$ cat src/rtl/uart_pkg.sv
// UART transmit framer shared definitions.
// FSM states and break-length constants, reused by the receive side.
package uart_pkg;

    typedef enum logic [2:0] {
        ST_IDLE,
        ST_START,
        ST_DATA,
        ST_PARITY,
        ST_STOP,
        ST_BREAK,
        ST_MARK
    } state_t;

    localparam int unsigned BRK_N0        = 2;
    localparam int unsigned BRK_N1        = 4;
    localparam int unsigned BRK_N2        = 8;
    localparam int unsigned BRK_N3        = 16;
    localparam int unsigned BITS_PER_CHAR = 12;
    localparam int unsigned BRK_MAX       = (BRK_N3 + 1) * BITS_PER_CHAR;

    // Break length in bit periods: (N+1) characters of 12 bits.
    function automatic logic [7:0] brk_periods(input logic [1:0] lvl);
        int unsigned n;
        n = BRK_N0;
        case (lvl)
            2'd0: n = BRK_N0;
            2'd1: n = BRK_N1;
            2'd2: n = BRK_N2;
            2'd3: n = BRK_N3;
        endcase
        return 8'((n + 1) * BITS_PER_CHAR);
    endfunction

endpackage

$ cat src/rtl/uart_nco.sv
// Baud x16 NCO: 17-bit accumulator, carry out is the x16 tick.
// Clear restarts the phase so a new frame gets exact bit lengths.
module uart_nco
    import uart_pkg::*;
#(
    parameter int NcoWidth = 16
) (
    input  logic                i_clk,
    input  logic                i_rst_n,
    input  logic                i_en,
    input  logic                i_clr,
    input  logic [NcoWidth-1:0] i_inc,
    output logic                o_tick
);

    logic [NcoWidth:0] r_sum;

    // Accumulate the increment; the previous carry is dropped each step.
    always_ff @(posedge i_clk or negedge i_rst_n) begin
        if (!i_rst_n) begin
            r_sum <= '0;
        end else if (!i_en) begin
            r_sum <= '0;
        end else if (i_clr) begin
            r_sum <= {1'b0, i_inc};
        end else begin
            r_sum <= {1'b0, r_sum[NcoWidth-1:0]} + {1'b0, i_inc};
        end
    end

    assign o_tick = r_sum[NcoWidth];

endmodule

$ cat src/rtl/uart_tx_frm.sv
// UART transmit framer with parity/stop options, error injection
// and break generation; serial line and status are registered.
module uart_tx_frm
    import uart_pkg::*;
#(
    parameter int NcoWidth = 16
) (
    input  logic                clk_i,
    input  logic                rst_ni,
    input  logic                tx_enable,
    input  logic [NcoWidth-1:0] nco_i,
    input  logic                parity_enable,
    input  logic                parity_odd,
    input  logic                stop2,
    input  logic                valid_i,
    output logic                ready_o,
    input  logic [7:0]          data_i,
    input  logic                err_parity_i,
    input  logic                err_frame_i,
    input  logic                break_req_i,
    input  logic [1:0]          break_lvl_i,
    output logic                tx_o,
    output logic                idle_o,
    output logic                break_done_o
);

    state_t      r_state;
    logic        r_tx;
    logic        r_idle;
    logic        r_done;
    logic [3:0]  r_sub;
    logic [2:0]  r_bit_cnt;
    logic        r_stop_cnt;
    logic [7:0]  r_brk_cnt;
    logic [7:0]  r_shift;
    logic        r_dpar;
    logic        r_errp;
    logic        r_errf;

    logic        w_tick;
    logic        w_bnd;
    logic        w_accept;
    logic        w_brk_go;
    logic        w_par;
    logic        w_nco_clr;

    // Phase is held cleared in IDLE so every frame starts aligned.
    assign w_nco_clr = (r_state == ST_IDLE);

    uart_nco #(
        .NcoWidth (NcoWidth)
    ) u_nco (
        .i_clk   (clk_i),
        .i_rst_n (rst_ni),
        .i_en    (tx_enable),
        .i_clr   (w_nco_clr),
        .i_inc   (nco_i),
        .o_tick  (w_tick)
    );

    assign ready_o  = (r_state == ST_IDLE) & tx_enable & ~break_req_i;
    assign w_accept = valid_i & ready_o;
    assign w_brk_go = (r_state == ST_IDLE) & tx_enable & break_req_i;
    assign w_bnd    = w_tick & (r_sub == 4'd15);
    assign w_par    = r_dpar ^ parity_odd ^ r_errp;

    assign tx_o         = r_tx;
    assign idle_o       = r_idle;
    assign break_done_o = r_done;

    // Frame/break sequencer; all line and status outputs registered here.
    always_ff @(posedge clk_i or negedge rst_ni) begin
        if (!rst_ni) begin
            r_state    <= ST_IDLE;
            r_tx       <= 1'b1;
            r_idle     <= 1'b1;
            r_done     <= 1'b0;
            r_sub      <= '0;
            r_bit_cnt  <= '0;
            r_stop_cnt <= 1'b0;
            r_brk_cnt  <= '0;
            r_shift    <= '0;
            r_dpar     <= 1'b0;
            r_errp     <= 1'b0;
            r_errf     <= 1'b0;
        end else if (r_state != ST_IDLE && !tx_enable) begin
            r_state    <= ST_IDLE;
            r_tx       <= 1'b1;
            r_idle     <= 1'b1;
            r_done     <= 1'b0;
            r_sub      <= '0;
            r_bit_cnt  <= '0;
            r_stop_cnt <= 1'b0;
            r_brk_cnt  <= '0;
        end else begin
            r_done <= 1'b0;
            if (w_tick) begin
                r_sub <= r_sub + 4'd1;
            end
            case (r_state)
                ST_IDLE: begin
                    r_sub <= '0;
                    if (w_brk_go) begin
                        r_state   <= ST_BREAK;
                        r_tx      <= 1'b0;
                        r_idle    <= 1'b0;
                        r_brk_cnt <= brk_periods(break_lvl_i) - 8'd1;
                    end else if (w_accept) begin
                        r_state   <= ST_START;
                        r_tx      <= 1'b0;
                        r_idle    <= 1'b0;
                        r_shift   <= data_i;
                        r_dpar    <= ^data_i;
                        r_errp    <= err_parity_i;
                        r_errf    <= err_frame_i;
                        r_bit_cnt <= '0;
                    end
                end
                ST_START: begin
                    if (w_bnd) begin
                        r_state <= ST_DATA;
                        r_tx    <= r_shift[0];
                        r_shift <= {1'b0, r_shift[7:1]};
                    end
                end
                ST_DATA: begin
                    if (w_bnd) begin
                        if (r_bit_cnt == 3'd7) begin
                            if (parity_enable) begin
                                r_state <= ST_PARITY;
                                r_tx    <= w_par;
                            end else begin
                                r_state    <= ST_STOP;
                                r_tx       <= ~r_errf;
                                r_stop_cnt <= 1'b0;
                            end
                        end else begin
                            r_bit_cnt <= r_bit_cnt + 3'd1;
                            r_tx      <= r_shift[0];
                            r_shift   <= {1'b0, r_shift[7:1]};
                        end
                    end
                end
                ST_PARITY: begin
                    if (w_bnd) begin
                        r_state    <= ST_STOP;
                        r_tx       <= ~r_errf;
                        r_stop_cnt <= 1'b0;
                    end
                end
                ST_STOP: begin
                    if (w_bnd) begin
                        if (stop2 && !r_stop_cnt) begin
                            r_stop_cnt <= 1'b1;
                        end else begin
                            r_state    <= ST_IDLE;
                            r_tx       <= 1'b1;
                            r_idle     <= 1'b1;
                            r_stop_cnt <= 1'b0;
                        end
                    end
                end
                ST_BREAK: begin
                    if (w_bnd) begin
                        if (r_brk_cnt == 8'd0) begin
                            r_state <= ST_MARK;
                            r_tx    <= 1'b1;
                        end else begin
                            r_brk_cnt <= r_brk_cnt - 8'd1;
                        end
                    end
                end
                ST_MARK: begin
                    if (w_bnd) begin
                        r_state <= ST_IDLE;
                        r_idle  <= 1'b1;
                        r_done  <= 1'b1;
                    end
                end
                default: begin
                    r_state <= ST_IDLE;
                    r_tx    <= 1'b1;
                    r_idle  <= 1'b1;
                end
            endcase
        end
    end

endmodule
$ cat config.mk
export PLATFORM = sky130hd
export DESIGN_NAME = uart_tx_frm
export DESIGN_NICKNAME = d
export VERILOG_FILES = /design/src/rtl/uart_pkg.sv /design/src/rtl/uart_nco.sv /design/src/rtl/uart_tx_frm.sv
export SDC_FILE = /design/constraint.sdc
export NUM_CORES = 1
export LEC_CHECK = 0
export BUFFER_PORTS_ARGS = -buffer_cell sky130_fd_sc_hd__buf_2
export CAP_MARGIN = 20
export CORE_ASPECT_RATIO = 1.4
export CORE_MARGIN = 8
export CORE_UTILIZATION = 55
export DETAILED_ROUTE_END_ITERATION = 6
export PLACE_DENSITY = 0.78
export SYNTH_ARGS = -nofsm -noshare
export SYNTH_HDL_FRONTEND = slang
export SYNTH_HIERARCHICAL = 1
export SYNTH_SLANG_ARGS = --single-unit
$ cat constraint.sdc
create_clock -name clk_i -period 3.5 [get_ports clk_i]
set_clock_uncertainty 0.15 [all_clocks]
set_input_delay 0.525 -clock clk_i [delete_from_list [all_inputs] [get_ports clk_i]]
set_output_delay 0.525 -clock clk_i [all_outputs]
set_load 0.02 [all_outputs]
# Word level (Yosys, flattened, before mapping)
# Cells that the tools add are included.
word_totals:
  regBits: 50
  output_inout_bits: 4
  word_cells: 155
op_classes:
  add_sub_neg: 6
  n_mul: 1
  n_eq_ne: 34
  n_mux: 67
  bitwise_logic: 11
  n_reduce_logical: 23
op_table:
  columns: ["operator", "n"]
  rows:
  - ["one-hot mux 32 bit (4 select lines)", 1]
  - ["2-to-1 mux 32 bit", 3]
  - ["2-to-1 mux 8 bit", 9]
  - ["2-to-1 mux 3 bit", 18]
  - ["inequality test 3 bit, second input constant", 15]
  - ["2-to-1 mux 17 bit", 2]
  - ["adder 32 x 1 -> 32 bit, second input constant", 1]
  - ["multiplier 32 x 2 -> 6 bit, second input constant", 1]
  - ["2-to-1 mux 1 bit", 24]
  - ["one-hot mux 8 bit (3 select lines)", 1]
  - ["one-hot mux 3 bit (7 select lines)", 1]
  - ["adder 16 x 16 -> 17 bit", 1]
  - ["one-hot mux 8 bit (2 select lines)", 1]
  - ["subtractor 8 x 1 -> 8 bit, second input constant", 2]
  - ["nonzero test 3 bit", 5]
  - ["== test 3 bit, second input constant", 4]
  - ["2-to-1 mux 4 bit", 3]
  - ["inequality test 2 bit, second input constant", 6]
  - ["AND reduction 10 bit", 1]
  - ["AND reduction 5 bit", 2]
  - ["AND reduction 9 bit", 1]
  - ["logical NOT 8 bit", 1]
  - ["AND reduction 4 bit", 2]
  - ["parity 8 bit", 1]
  - ["24 further kinds", 36]

# Longest topological paths before layout
depth:
  depth_word: 12
  depth_mapped: 10

# Modules after synthesis
# Netlist, hierarchy kept.
modules_own_cells:
  columns: ["mod", "instances", "cells_each", "area_each_um2", "seq_area_each_um2"]
  rows:
  - ["uart_tx_frm", 1, 241, 2228.4, 828.3]
  - ["uart_nco", 1, 183, 1500.2, 425.4]

# Worst setup path after synthesis
# No wires, ideal clock.
synth_path:
  path_kind: "input port to flip-flop"
  startpoint: "input nco_i[0]"
  endpoint: "register u_nco.r_sum[14]"
  setup_ns: 0.131
  t_arrival_ns: 2.099
  slack_ns: 1.119
  stages: 7
  path_buffers: 0
  cell_sequence: "ha_1 > fa_1 > a21oi_1 > o21ai_1 > a31oi_1 > nor3_1 > or3_1"
synth_via:
  elab_chain_cells: 3
synth_lines:
  columns: ["element", "line_no", "source"]
  rows:
  - ["from (decl)", "uart_tx_frm.sv:11", "input logic [NcoWidth-1:0] nco_i,"]
  - ["adder 16 x 16 -> 17 bit", "uart_nco.sv:27", "r_sum <= {1'b0, r_sum[NcoWidth-1:0]} + {1'b0, i_inc};"]
  - ["2-to-1 mux 17 bit", "uart_nco.sv:24", "end else if (i_clr) begin"]
  - ["2-to-1 mux 17 bit", "uart_nco.sv:22", "end else if (!i_en) begin"]
  - ["to (signal assigned)", "uart_nco.sv:25", "r_sum <= {1'b0, i_inc};"]
  - ["to (signal assigned)", "uart_nco.sv:27", null]
  - ["to (decl)", "uart_nco.sv:16", "logic [NcoWidth:0] r_sum;"]
# No other way between the ends.
# A chain may end at the register's enable or synchronous reset.

# Final worst setup path
layout_path:
  startpoint: "register r_state[2]"
  endpoint: "register u_nco.r_sum[9]"
layout_via:
  elab_chain_cells: 3
layout_lines:
  columns: ["element", "line_no", "source"]
  rows:
  - ["from (decl)", "uart_tx_frm.sv:27", "state_t r_state;"]
  - ["from (signal assigned)", "uart_tx_frm.sv:74", "r_state <= ST_IDLE;"]
  - ["from (signal assigned)", "uart_tx_frm.sv:87", "r_state <= ST_IDLE;"]
  - ["from (signal assigned)", "uart_tx_frm.sv:104", "r_state <= ST_BREAK;"]
  - ["logical NOT 3 bit", "uart_tx_frm.sv:48", "assign w_nco_clr = (r_state == ST_IDLE);"]
  - ["named net w_nco_clr", "uart_tx_frm.sv:45", "logic w_nco_clr;"]
  - ["2-to-1 mux 17 bit", "uart_nco.sv:24", null]
  - ["2-to-1 mux 17 bit", "uart_nco.sv:22", null]
# The timed path passes the listed nets, and every way through them passes these cells.

==> flow_metrics.env <==
export IMPL_numPortBuffers=39
export IMPL_slew_headroom_pct=44.0
export IMPL_synth_edf_count=0
export IMPL_clk_latency_ps=310
export IMPL_std_cell_rows=35
export IMPL_rr_startpoint="r_state[2]$_DFFE_PN0P_"
export IMPL_die_area_mm2=0.00971
export IMPL_synth_cells=424
export IMPL_async_reset_ff_share_pct=100
export IMPL_crit_end="u_nco/r_sum[9]$_DFF_PN0_"
export IMPL_grt_overflow=0
export IMPL_fp_dieH_um=113
export IMPL_syn_to_final_growth_pct=8.39
export IMPL_maxCapViolCount=0
export IMPL_drc_errors=0
export IMPL_fp_dieW_um=85.6
export IMPL_grt_max_degree=38
export IMPL_rsz0062_at_grt="false"
export IMPL_gp_congestion=0.897
export IMPL_startpoint="r_state[2]$_DFFE_PN0P_"
export IMPL_ctsHoldBuffers=0
export IMPL_final_common_cell="dfrtp_1"
export IMPL_start_kind="flop"
export IMPL_antenna_diode_count=0
export IMPL_dp_cells=522
export IMPL_cp_end_kind="flop"
export IMPL_yosys_area_top_type="dfrtp_1"
export IMPL_drt_iter0_markers=74
export IMPL_status="complete, no violations"
export IMPL_leakage_uw=0.00184
export IMPL_rr_worst_depth=6
export IMPL_fin_cells=530
export IMPL_synth_nets=488
export IMPL_cp_max_fo=20
export IMPL_cp_required_ps=3600
export IMPL_hold_viol_final=0
export IMPL_mappedNetlistArea_mm2=0.00373
export IMPL_synth_seq_cells=50
export IMPL_worst_slack_ps=746
export IMPL_final_cell_mix="dfrtp_1 (48), nand2_1 (42), buf_2 (39), o21ai_0 (37)"
export IMPL_hold_path_class="primary input to asynchronous set/reset pin"
export IMPL_drive_gt1_share_pct=14.0
export IMPL_yosys_area_top_type_share_pct=32.2
export IMPL_routedWlPerCell_um=15.9
export IMPL_start_util_pct=56.8
export IMPL_clock_sinks=50
export IMPL_wl_mm=8.43
export IMPL_synth_flop_cell="dfrtp_1"
export IMPL_max_freq_mhz=363
export IMPL_crit_type="flop to flop"
export IMPL_r2r_end="u_nco/r_sum[9]$_DFF_PN0_"
export IMPL_setup_tns_ps=0
export IMPL_grt_pass1_wl_mm=14.6
export IMPL_core_mm2=0.00657
export IMPL_peakVddDrop_mv=0.379
export IMPL_tightest_slew_ps=840
export IMPL_first_pass_iters=4
export IMPL_cts_tree="built"
export IMPL_grtUsageTotal_pct=18.2
export IMPL_cts_buffers=5
export IMPL_ys_types=69
export IMPL_critical_path_arrival_ps=2850
export IMPL_ys_warn_count=6
export IMPL_cts_htree_levels=2
export IMPL_finalCriticalPeriod_ps=2750
export IMPL_power_density_mw_per_mm2=722
export IMPL_nFillCells=583
export IMPL_synth_seq_area_share_pct=33.6
export IMPL_place_ws_ps=796
export IMPL_final_max_slew_viol_count=0
export IMPL_viasPerCell=6.00
export IMPL_cts_resized_gates=0
export IMPL_clock_path_buffers=2
export IMPL_setup_viol=0
export IMPL_num_nets_final=519
export IMPL_syn_area_per_cell_um2=8.79
export IMPL_grt_pass1_vias=3283
export IMPL_clkTransAtPathRegs_ps=100
export IMPL_r2r_slack_ps=750
export IMPL_post_cts_buffers=0
export IMPL_antenna_found_initial=0
export IMPL_synthTopCellsByArea="dfrtp_1 (32%), ha_1 (9.1%), o21ai_0 (5.0%), nand2_1 (4.2%), mux2i_1 (4.0%)"
export IMPL_period_share_pct=78.7
export IMPL_ios=40
export IMPL_hpwl_mm=6.41
export IMPL_ant_nets=0
export IMPL_via_count=3180
export IMPL_cts_root_buf="clkbuf_8"
cell families after synthesis:
family	share of synthesized area, %
AOI/OAI and AO/OA	23.4
xor gates and xnor gates	4.23
adders and majority gates	9.60
buffers and inverters	3.59
DFF	33.6
muxes	5.54
and+or+nand+nor	20.0
state kept, by name (all words and copies together) (netlist names):
name          flops
u_nco/r_sum      17
r_brk_cnt         8
r_shift           8
r_sub             4
r_bit_cnt         3
r_state           3
break_done_o      1
idle_o            1
r_dpar            1
r_errf            1
r_errp            1
r_stop_cnt        1
tx_o              1
worst min-delay path by stage:
stage                                start                         to  cells after the start
floorplan                           rst_ni     break_done_o$_DFF_PN0_                      0
global placement    r_shift[2]$_DFFE_PN0P_     r_shift[2]$_DFFE_PN0P_                      2
detailed placement  r_shift[3]$_DFFE_PN0P_     r_shift[3]$_DFFE_PN0P_                      2
CTS                                 rst_ni       r_sub[2]$_DFFE_PN0P_                      1
global route                        rst_ni  u_nco/r_sum[13]$_DFF_PN0_                      1
finish                              rst_ni       r_sub[2]$_DFFE_PN0P_                      1
power breakdown:
group	total (µW)	internal (µW)	switching (µW)
clock	355	160	195
sequential	977	795	182
combinational	1580	659	925
routing by layer:
layer  track usage (%)  vias up  routed length [µm]
met5                 0        -                   0
met4              8.45        0                 204
met3              3.09       19                 305
met2              32.7       57                4440
met1              20.3     1497                3480
li1                  -     1607                   -
critical path: stages, from the launching register on:
cell and delay, ps:
dfrtp_1 690, inv_1 220, nand2_1 150, inv_1 290, nand2b_1 490, or4_1 600, nand3_1 90
cell type report:
type,count,area (µm²),area share [%]
clock buffers,7,86.3,2.14
clock inverters,1,5.00,0.124
inverters,16,60.1,1.49
multi-input cells,342,2340,57.9
flip-flops and latches,50,1250,31.0
well taps,74,92.6,2.29
repair buffers,40,203,5.02
metrics by stage:
| stage | power (µW) | util [%] | hold WS [ps] | cell area [µm²] |
|---|---|---|---|---|
| 5_1_grt | 3180 | 61.5 | 243 | 4040 |
| 6_report | 2920 | 61.5 | 166 | 4040 |
| 4_1_cts | 2920 | 61.5 | 189 | 4040 |
| 2_1_floorplan | 2230 | - | 79.4 | 3730 |
| 3_5_place_dp | 2560 | 60.1 | 325 | 3950 |
| 3_3_place_gp | 2510 | 60.1 | 313 | 3950 |
cells in the mapped netlist (3+ instances only):
| cell type | number |
|---|---|
| buf_2 | 5 |
| a32o_1 | 3 |
| o211ai_1 | 6 |
| mux2_2 | 3 |
| inv_1 | 16 |
| nor2b_1 | 10 |
| nor3_1 | 8 |
| a21o_1 | 6 |
| o31ai_1 | 7 |
| a22o_1 | 3 |
| nand2_1 | 42 |
| mux2i_1 | 15 |
| dfrtp_1 | 48 |
| nor3b_1 | 3 |
| and2_1 | 7 |
| nand3_1 | 17 |
| and3_1 | 5 |
| o21a_1 | 4 |
| nor2_2 | 3 |
| nand2b_1 | 6 |
| nand4_1 | 4 |
| nor2_1 | 27 |
| o21ai_1 | 6 |
| o21ai_0 | 37 |
| xor2_1 | 5 |
| a21oi_1 | 25 |
| a211oi_1 | 5 |
| clkbuf_1 | 8 |
| xnor2_1 | 13 |
| ha_1 | 27 |
Note: power is estimated with default switching activity, not from simulation.
